--- config.mk ---
export PLATFORM = sky130hd
export DESIGN_NAME = comb_calc
export DESIGN_NICKNAME = d
export VERILOG_FILES = /design/src/rtl/comb_calc_pkg.sv /design/src/rtl/signed_hex_display.sv /design/src/rtl/comb_calc.sv
export SDC_FILE = /design/constraint.sdc
export NUM_CORES = 1
export LEC_CHECK = 0
export ABC_CLOCK_PERIOD_IN_PS = 4600
export BUFFER_PORTS_ARGS = -buffer_cell sky130_fd_sc_hd__buf_2
export CAP_MARGIN = 20
export CORE_MARGIN = 2
export CORE_UTILIZATION = 51
export DETAILED_ROUTE_END_ITERATION = 10
export PLACE_DENSITY = 0.81
export SYNTH_ARGS = -nofsm -noshare
export SYNTH_HDL_FRONTEND = slang
export SYNTH_SLANG_ARGS = --single-unit
--- constraint.sdc ---
create_clock -name CLOCK_50 -period 4.6 [get_ports CLOCK_50]
set_clock_uncertainty 0.1 [all_clocks]
set_input_delay 0.46 -clock CLOCK_50 [delete_from_list [all_inputs] [get_ports CLOCK_50]]
set_output_delay 0.46 -clock CLOCK_50 [all_outputs]
set_load 0.02 [all_outputs]
--- src/rtl/comb_calc_pkg.sv ---
// Shared opcodes and seven-segment patterns for the 4-bit signed calculator.
// Segments are active-low with bit0=a through bit6=g.
package comb_calc_pkg;

  localparam int W = 4;

  localparam logic [2:0] OP_ADD = 3'b000;
  localparam logic [2:0] OP_SUB = 3'b001;
  localparam logic [2:0] OP_ABS = 3'b010;
  localparam logic [2:0] OP_NEG = 3'b011;

  localparam logic [6:0] SEG_0 = 7'b1000000;
  localparam logic [6:0] SEG_1 = 7'b1111001;
  localparam logic [6:0] SEG_2 = 7'b0100100;
  localparam logic [6:0] SEG_3 = 7'b0110000;
  localparam logic [6:0] SEG_4 = 7'b0011001;
  localparam logic [6:0] SEG_5 = 7'b0010010;
  localparam logic [6:0] SEG_6 = 7'b0000010;
  localparam logic [6:0] SEG_7 = 7'b1111000;
  localparam logic [6:0] SEG_8 = 7'b0000000;

  localparam logic [6:0] SEG_MINUS = 7'b0111111;
  localparam logic [6:0] SEG_BLANK = 7'b1111111;
  localparam logic [6:0] SEG_E     = 7'b0000110;

  // Magnitudes above 8 cannot come from a 4-bit signed value.
  function automatic logic [6:0] seg_digit(
    input logic [W-1:0] mag
  );
    logic [6:0] seg;
    seg = SEG_BLANK;
    case (mag)
      4'd0: seg = SEG_0;
      4'd1: seg = SEG_1;
      4'd2: seg = SEG_2;
      4'd3: seg = SEG_3;
      4'd4: seg = SEG_4;
      4'd5: seg = SEG_5;
      4'd6: seg = SEG_6;
      4'd7: seg = SEG_7;
      4'd8: seg = SEG_8;
      default: seg = SEG_BLANK;
    endcase
    return seg;
  endfunction

endpackage

--- src/rtl/signed_hex_display.sv ---
// Sign and magnitude digit pair for one 4-bit two's complement value.
// -8 negates to 4'b1000, read unsigned as 8.
module signed_hex_display
  import comb_calc_pkg::*;
(
  input  logic [W-1:0] value,
  output logic [6:0]   sign_seg,
  output logic [6:0]   mag_seg
);

  logic [W-1:0] mag;

  always_comb begin
    mag      = value[W-1] ? (~value + 4'd1) : value;
    sign_seg = value[W-1] ? SEG_MINUS : SEG_BLANK;
    mag_seg  = seg_digit(mag);
  end

endmodule

--- src/rtl/comb_calc.sv ---
// Registered-input 4-bit signed ALU with seven-segment readout.
// Result, overflow and displays are combinational from the input registers.
module comb_calc
  import comb_calc_pkg::*;
(
  input  logic         CLOCK_50,
  input  logic         reset,
  input  logic [2:0]   KEY,
  input  logic [7:0]   SW,
  output logic [6:0]   HEX7,
  output logic [6:0]   HEX6,
  output logic [6:0]   HEX5,
  output logic [6:0]   HEX4,
  output logic [6:0]   HEX3,
  output logic [6:0]   HEX2,
  output logic [6:0]   HEX0,
  output logic [W-1:0] R,
  output logic         ovf
);

  logic [W-1:0] a_q;
  logic [W-1:0] b_q;
  logic [2:0]   op_q;

  always_ff @(posedge CLOCK_50) begin
    if (reset) begin
      a_q  <= '0;
      b_q  <= '0;
      op_q <= OP_ADD;
    end else begin
      a_q  <= SW[7:4];
      b_q  <= SW[3:0];
      op_q <= KEY;
    end
  end

  logic [W-1:0] sum;
  logic [W-1:0] diff;
  logic [W-1:0] neg_a;
  logic         a_min;

  assign sum   = a_q + b_q;
  assign diff  = a_q - b_q;
  assign neg_a = ~a_q + 4'd1;
  assign a_min = (a_q == 4'b1000);

  always_comb begin
    R   = '0;
    ovf = 1'b0;
    unique case (1'b1)
      (op_q == OP_ADD): begin
        R   = sum;
        ovf = (a_q[3] == b_q[3]) && (sum[3] != a_q[3]);
      end
      (op_q == OP_SUB): begin
        R   = diff;
        ovf = (a_q[3] != b_q[3]) && (diff[3] != a_q[3]);
      end
      (op_q == OP_ABS): begin
        R   = a_q[3] ? neg_a : a_q;
        ovf = a_min;
      end
      (op_q == OP_NEG): begin
        R   = neg_a;
        ovf = a_min;
      end
      op_q[2]: begin
        R   = '0;
        ovf = 1'b0;
      end
      default: begin
        R   = '0;
        ovf = 1'b0;
      end
    endcase
  end

  assign HEX0 = ovf ? SEG_E : SEG_BLANK;

  signed_hex_display u_disp_a (
    .value    (a_q),
    .sign_seg (HEX7),
    .mag_seg  (HEX6)
  );

  signed_hex_display u_disp_b (
    .value    (b_q),
    .sign_seg (HEX5),
    .mag_seg  (HEX4)
  );

  signed_hex_display u_disp_r (
    .value    (R),
    .sign_seg (HEX3),
    .mag_seg  (HEX2)
  );

endmodule

* Word-level counts from Yosys, hierarchy flattened
Memory sizes are Yosys's and may differ from the RTL's. Index checks and enable logic that the tools add are counted.
Operators by class: $add $sub $neg 5, equality and inequality tests 8, multiplexer cells 9, bitwise gates (word level) 3, reduce and logical (&&, ||, !) cells 4
Operators by type and width (number):
- 7-bit two-way mux | 4
- 4-bit one-hot mux with 4 select lines | 1
- 4-bit by 1-bit adder with 4-bit output, second input constant | 3
- 4-bit two-way mux | 3
- 4-bit inverter | 3
- 3-bit by 2-bit == test with 1-bit output, second input constant | 2
- 4-bit adder | 1
- 4-bit == test, second input constant | 1
- 4-bit subtractor | 1
- 3-bit by 1-bit == test with 1-bit output, second input constant | 1
- 3-bit logical NOT | 1
- 1-bit != test | 3
- 1-bit one-hot mux with 3 select lines | 1
- 1-bit logical AND | 2
- 2-bit OR reduction | 1
- 1-bit == test | 1
Storage, ports and cells: register bits 11, memory bits (read-only) 336, bits of input ports 13, output and inout bits 54, logic and storage cells 35, memories 3
Memories:
- (name not given) | words 16, width 7, read ports 1, clocked after memory_dff 0, write ports 0, RTL line comb_calc_pkg.sv:32 | case (mag)
- (name not given) | words 16, width 7, read ports 1, clocked after memory_dff 0, write ports 0, RTL line comb_calc_pkg.sv:32
- (name not given) | words 16, width 7, read ports 1, clocked after memory_dff 0, write ports 0, RTL line comb_calc_pkg.sv:32

* Longest topological paths before layout
An unclocked memory read counts as a cell.
depth after elaboration 8, gate-level depth with buffers 15

* By module
From an unflattened synthesis, not the netlist that was laid out.
Unflattened totals: cell total of the unflattened synthesis 216, area, all modules 1722.9 µm²
Modules (own cells, without submodules):
- comb_calc | instances 1, cells an instance 91, area an instance 835.8 µm², sequential area each 220.2 µm²
- signed_hex_display (u_disp_b ...) | instances 2, cells an instance 42, area an instance 304.0 µm², sequential area each 0.0 µm²
- signed_hex_display (u_disp_a) | instances 1, cells an instance 41, area an instance 279.0 µm², sequential area each 0.0 µm²

* Worst setup path after synthesis
No wires, ideal clock.
path type register to output, start point register b_q[1], end point output HEX2[3], arrival 4.087 ns, required time 4.040 ns, setup slack -0.047 ns, stages on the path, launching flop included 14, buffers on the path 1, cell sequence dfxtp_1 > clkbuf_1 > inv_1 > fa_1 > a211oi_1 > nor3_1 > inv_1 > ha_1 > nor3_1 > nand2_1 > or3_1 > a31o_2 > and2_1 > o311ai_1
On the way: cells in the longest elaborated chain, start to end 6, elaborated cells on any way between the ends 7, classes of those cells add/sub (3); mux (2); bitwise (1); memory (1)
Ends and longest elaborated chain:
- start, declared | RTL line comb_calc.sv:22 | logic [W-1:0] b_q;
- start signal, assigned | RTL line comb_calc.sv:32 | b_q <= SW[3:0];
- 4-bit subtractor / 4-bit adder (equally long branches) | RTL line comb_calc.sv:43, comb_calc.sv:42
- 4-bit one-hot mux with 4 select lines * | RTL line comb_calc.sv:50 | unique case (1'b1)
- via R[1] | RTL line comb_calc.sv:17 | output logic [W-1:0] R,
- 4-bit inverter | RTL line signed_hex_display.sv:14 | mag = value[W-1] ? (~value + 4'd1) : value;
- 4-bit by 1-bit adder with 4-bit output | RTL line signed_hex_display.sv:14
- 4-bit two-way mux * | RTL line signed_hex_display.sv:14
- memory 16 x 7 bit *
- end, declared | RTL line comb_calc.sv:15 | output logic [6:0] HEX2,
The timed path passes the listed nets; every way through them passes the cells marked *.

* Worst setup path in the final report
start point register a_q[0], end point output HEX2[3]
On the way: cells in the longest elaborated chain, start to end 8, elaborated cells on any way between the ends 10, classes of those cells add/sub (4); mux (3); bitwise (2); memory (1)
Ends and longest elaborated chain:
- start, declared | RTL line comb_calc.sv:21 | logic [W-1:0] a_q;
- start signal, assigned | RTL line comb_calc.sv:31 | a_q <= SW[7:4];
- 4-bit inverter | RTL line comb_calc.sv:44 | assign neg_a = ~a_q + 4'd1;
- 4-bit by 1-bit adder with 4-bit output | RTL line comb_calc.sv:44
- 4-bit two-way mux | RTL line comb_calc.sv:60 | R = a_q[3] ? neg_a : a_q;
- 4-bit one-hot mux with 4 select lines * | RTL line comb_calc.sv:50
- 4-bit inverter | RTL line signed_hex_display.sv:14
- 4-bit by 1-bit adder with 4-bit output | RTL line signed_hex_display.sv:14
- 4-bit two-way mux * | RTL line signed_hex_display.sv:14
- memory 16 x 7 bit *
Mark *: on every way between the ends. The rest lies on a longest branch, timed or not.

==> flow_summary.ini <==
[pwr]
p_leak_nw = 0.951
ir_worst_vdd_uv = 180
power-per-cell-area_nw_per_um2 = 239
finalPower_uw = 499

[synthesis]
count_leader_synth = sky130_fd_sc_hd__buf_4
netlist_area_um2 = 1910
yosys.area.top_type = sky130_fd_sc_hd__ha_1
synth_flop_cell = sky130_fd_sc_hd__dfxtp_1
synthCells = 269
postSynth.asyncResetShare_pct = 0
synthDominantCellAreaShare_pct = 11.8
mean_post_synth_cell_area_um2 = 7.12
netlist_top_cells_count = sky130_fd_sc_hd__buf_4, sky130_fd_sc_hd__o21ai_0, sky130_fd_sc_hd__nor2_1
synth_sequential_area_ratio_pct = 11.5
synth_enable_flop_cells = 0
synth.area.top_cells = sky130_fd_sc_hd__ha_1, sky130_fd_sc_hd__dfxtp_1, sky130_fd_sc_hd__buf_4, sky130_fd_sc_hd__o21ai_0, sky130_fd_sc_hd__nor2b_1
ys_seq_elements = 11
yosysWarnings = 0
synth_cell_type_count = 53

[drt]
drt_pass1_iterations = 4
postRouteWirelength_um = 3920
via_per_inst = 5.54
via_count = 1923
detail_route.wl_per_cell_um = 11.3
ant_nets = 0
post-route-drc-count = 0
initialDrtViolationCount = 64

[worst_setup_path]
critical_path.cell_chain = inv_2 -> ha_1 -> inv_1 -> fa_1 -> a211oi_1 -> nor3_2 -> inv_1 -> ha_1 -> nor3_1 -> nand2_1 -> or3_1 -> a31o_2 -> and2_1 -> o311ai_1 -> buf_2
setup.worst_path.end_class = output pin
critPathLaunchType = flop
slowest_delay_ns = 0.47
timing.critical_path.fanout_max = 8
timing.critical_path.arrival_ns = 3.74
criticalPathCategory = flop to output pin
critical_path_depth = 15
crit_path_top_delay_cell = sky130_fd_sc_hd__fa_1
critical-path-top-delay-family = simple AND/OR/NAND/NOR gates
worst_ep_required_time_ns = 4.04
critPathBufInv = 4

[timing]
rsz0062_at_grt = false
max-slew-margin-rel_pct = 57.6
max_freq_ghz = 0.233
final-max-slew-violation-count = 0
finalSetupTns_ns = 0
layout_min_cycle_time_ns = 4.30
setup_viol = 0
finalCritPeriodShare_pct = 93.5
final_critical_path_setup_slack_ns = 0.301
timing_hold_violations_final = 0
worstMarginPinSlew_ns = 0.635

[clock_tree]
number_of_sinks_driven_by_the_clock_tree = 11
cts_made_buffers = 3
clock_tree_from_tritoncts = yes
h-tree-depth = 1
cts_hold_repair.buffers = 0
max-clock-path-buffers = 2
path_clk_slew_ns = 0.04
cts-root-buf = sky130_fd_sc_hd__clkbuf_8

[floorplanning]
chipWidth_um = 65.3
dieHeight_um = 65.3
initial_core_util_pct = 52.7
core_area_um2 = 3630
io_pins = 67
die_area_um2 = 4260
row_count = 22

[layout]
flow.area_growth_from_synthesis_pct = 9.08
final_nets = 333
filler_cell_count = 369
postLayoutCellArea_um2 = 2090
drive_above_1_share_pct = 21.7
num_antenna_cells = 0
instances_no_fill = 347

[min_path]
number_of_cells_on_the_worst_hold_path = 2
min-delay-path-class = input pin to flop

[place]
post-place-cells = 342
postPlaceCellArea_um2 = 2030
post-place-ws_ns = 0.373
placed_wire_length_estimate_um = 3050
number_of_input_and_output_port_buffers_inserted = 46
gp_routability_congestion = 0.842

[global_route]
grt_use_total_pct = 17.8
largest_net_degree_at_the_start_of_global_routing = 20
first_global_vias = 1501
grt.overflow.total = 0
antenna_found_initial = 0
grt_pass1_wl_um = 6200

[status]
status = completed

[job]
cap_viol_max_count = 0
==> timing repair <==
action                                  in CTS  in global routing
buffers inserted                             0                  1
resized for setup                            0                  4
endpoints found under the setup margin       0                  5
==> per-stage QoR <==
step	hold WS [ns]	utilization, %
global route	0.335	57.5
detailed placement	0.574	55.9
floorplan	0.432	-
global placement	0.570	55.9
finish	0.335	57.5
CTS	0.332	57.1
==> power breakdown <==
part	internal (mW)	leakage [nW]	switching, mW	total (mW)
clock network	0.0603	0.0228	0.0306	0.0910
logic	0.109	0.836	0.178	0.287
registers	0.101	0.0922	0.0198	0.121
==> cells by family after synthesis <==
| group | after synthesis | share of synthesized area (%) |
|---|---|---|
| XOR/XNOR | 7 | 3.20 |
| multiplexers | 3 | 1.63 |
| other | 1 | 0.196 |
| flip-flops | 11 | 11.5 |
| AND/OR/NAND/NOR | 80 | 21.8 |
| buffers and inverters | 59 | 16.8 |
| AO/OA/AOI/OAI | 88 | 31.0 |
| adder cells (fa/ha/maj) | 20 | 13.9 |
==> area by class of cell <==
class | count | area, µm² | area share, %
inverters | 19 | 71.3 | 3.42
multi-input cells | 218 | 1450 | 69.5
flip-flops and latches | 11 | 223 | 10.7
well taps | 48 | 60.1 | 2.88
clock buffers | 4 | 45.0 | 2.16
repair buffers | 47 | 238 | 11.4
==> worst paths after layout <==
check                        startpoint                 to
worst max-delay path  a_q[0]$_SDFF_PP0_            HEX2[3]
worst min-delay path              SW[0]  b_q[0]$_SDFF_PP0_
==> registers in the layout, summed over array words and instances, names as in the netlist <==
register and flops:
a_q 4, b_q 4, op_q 3
==> layer usage <==
| metal | vias to the layer above | global-route usage [%] | share of wire, % |
|---|---|---|---|
| met5 | - | 0 | 0 |
| met4 | 0 | 6.77 | 0.97 |
| met3 | 4 | 0.856 | 4.6 |
| met2 | 56 | 32.9 | 48 |
| met1 | 885 | 21.4 | 46 |
| li1 | 978 | - | - |
==> layout by cell type (no fill, tap or decap), drive strengths merged, types with 5 or more instances in the layout <==
cell type / n
nor2b: 17
nor2: 20
conb: 20
inv: 19
dfxtp: 11
nor3: 5
o21ai: 26
ha: 18
nand2: 14
buf: 47
xnor2: 5
a21oi: 18
Power figures use the tool's default switching activity.
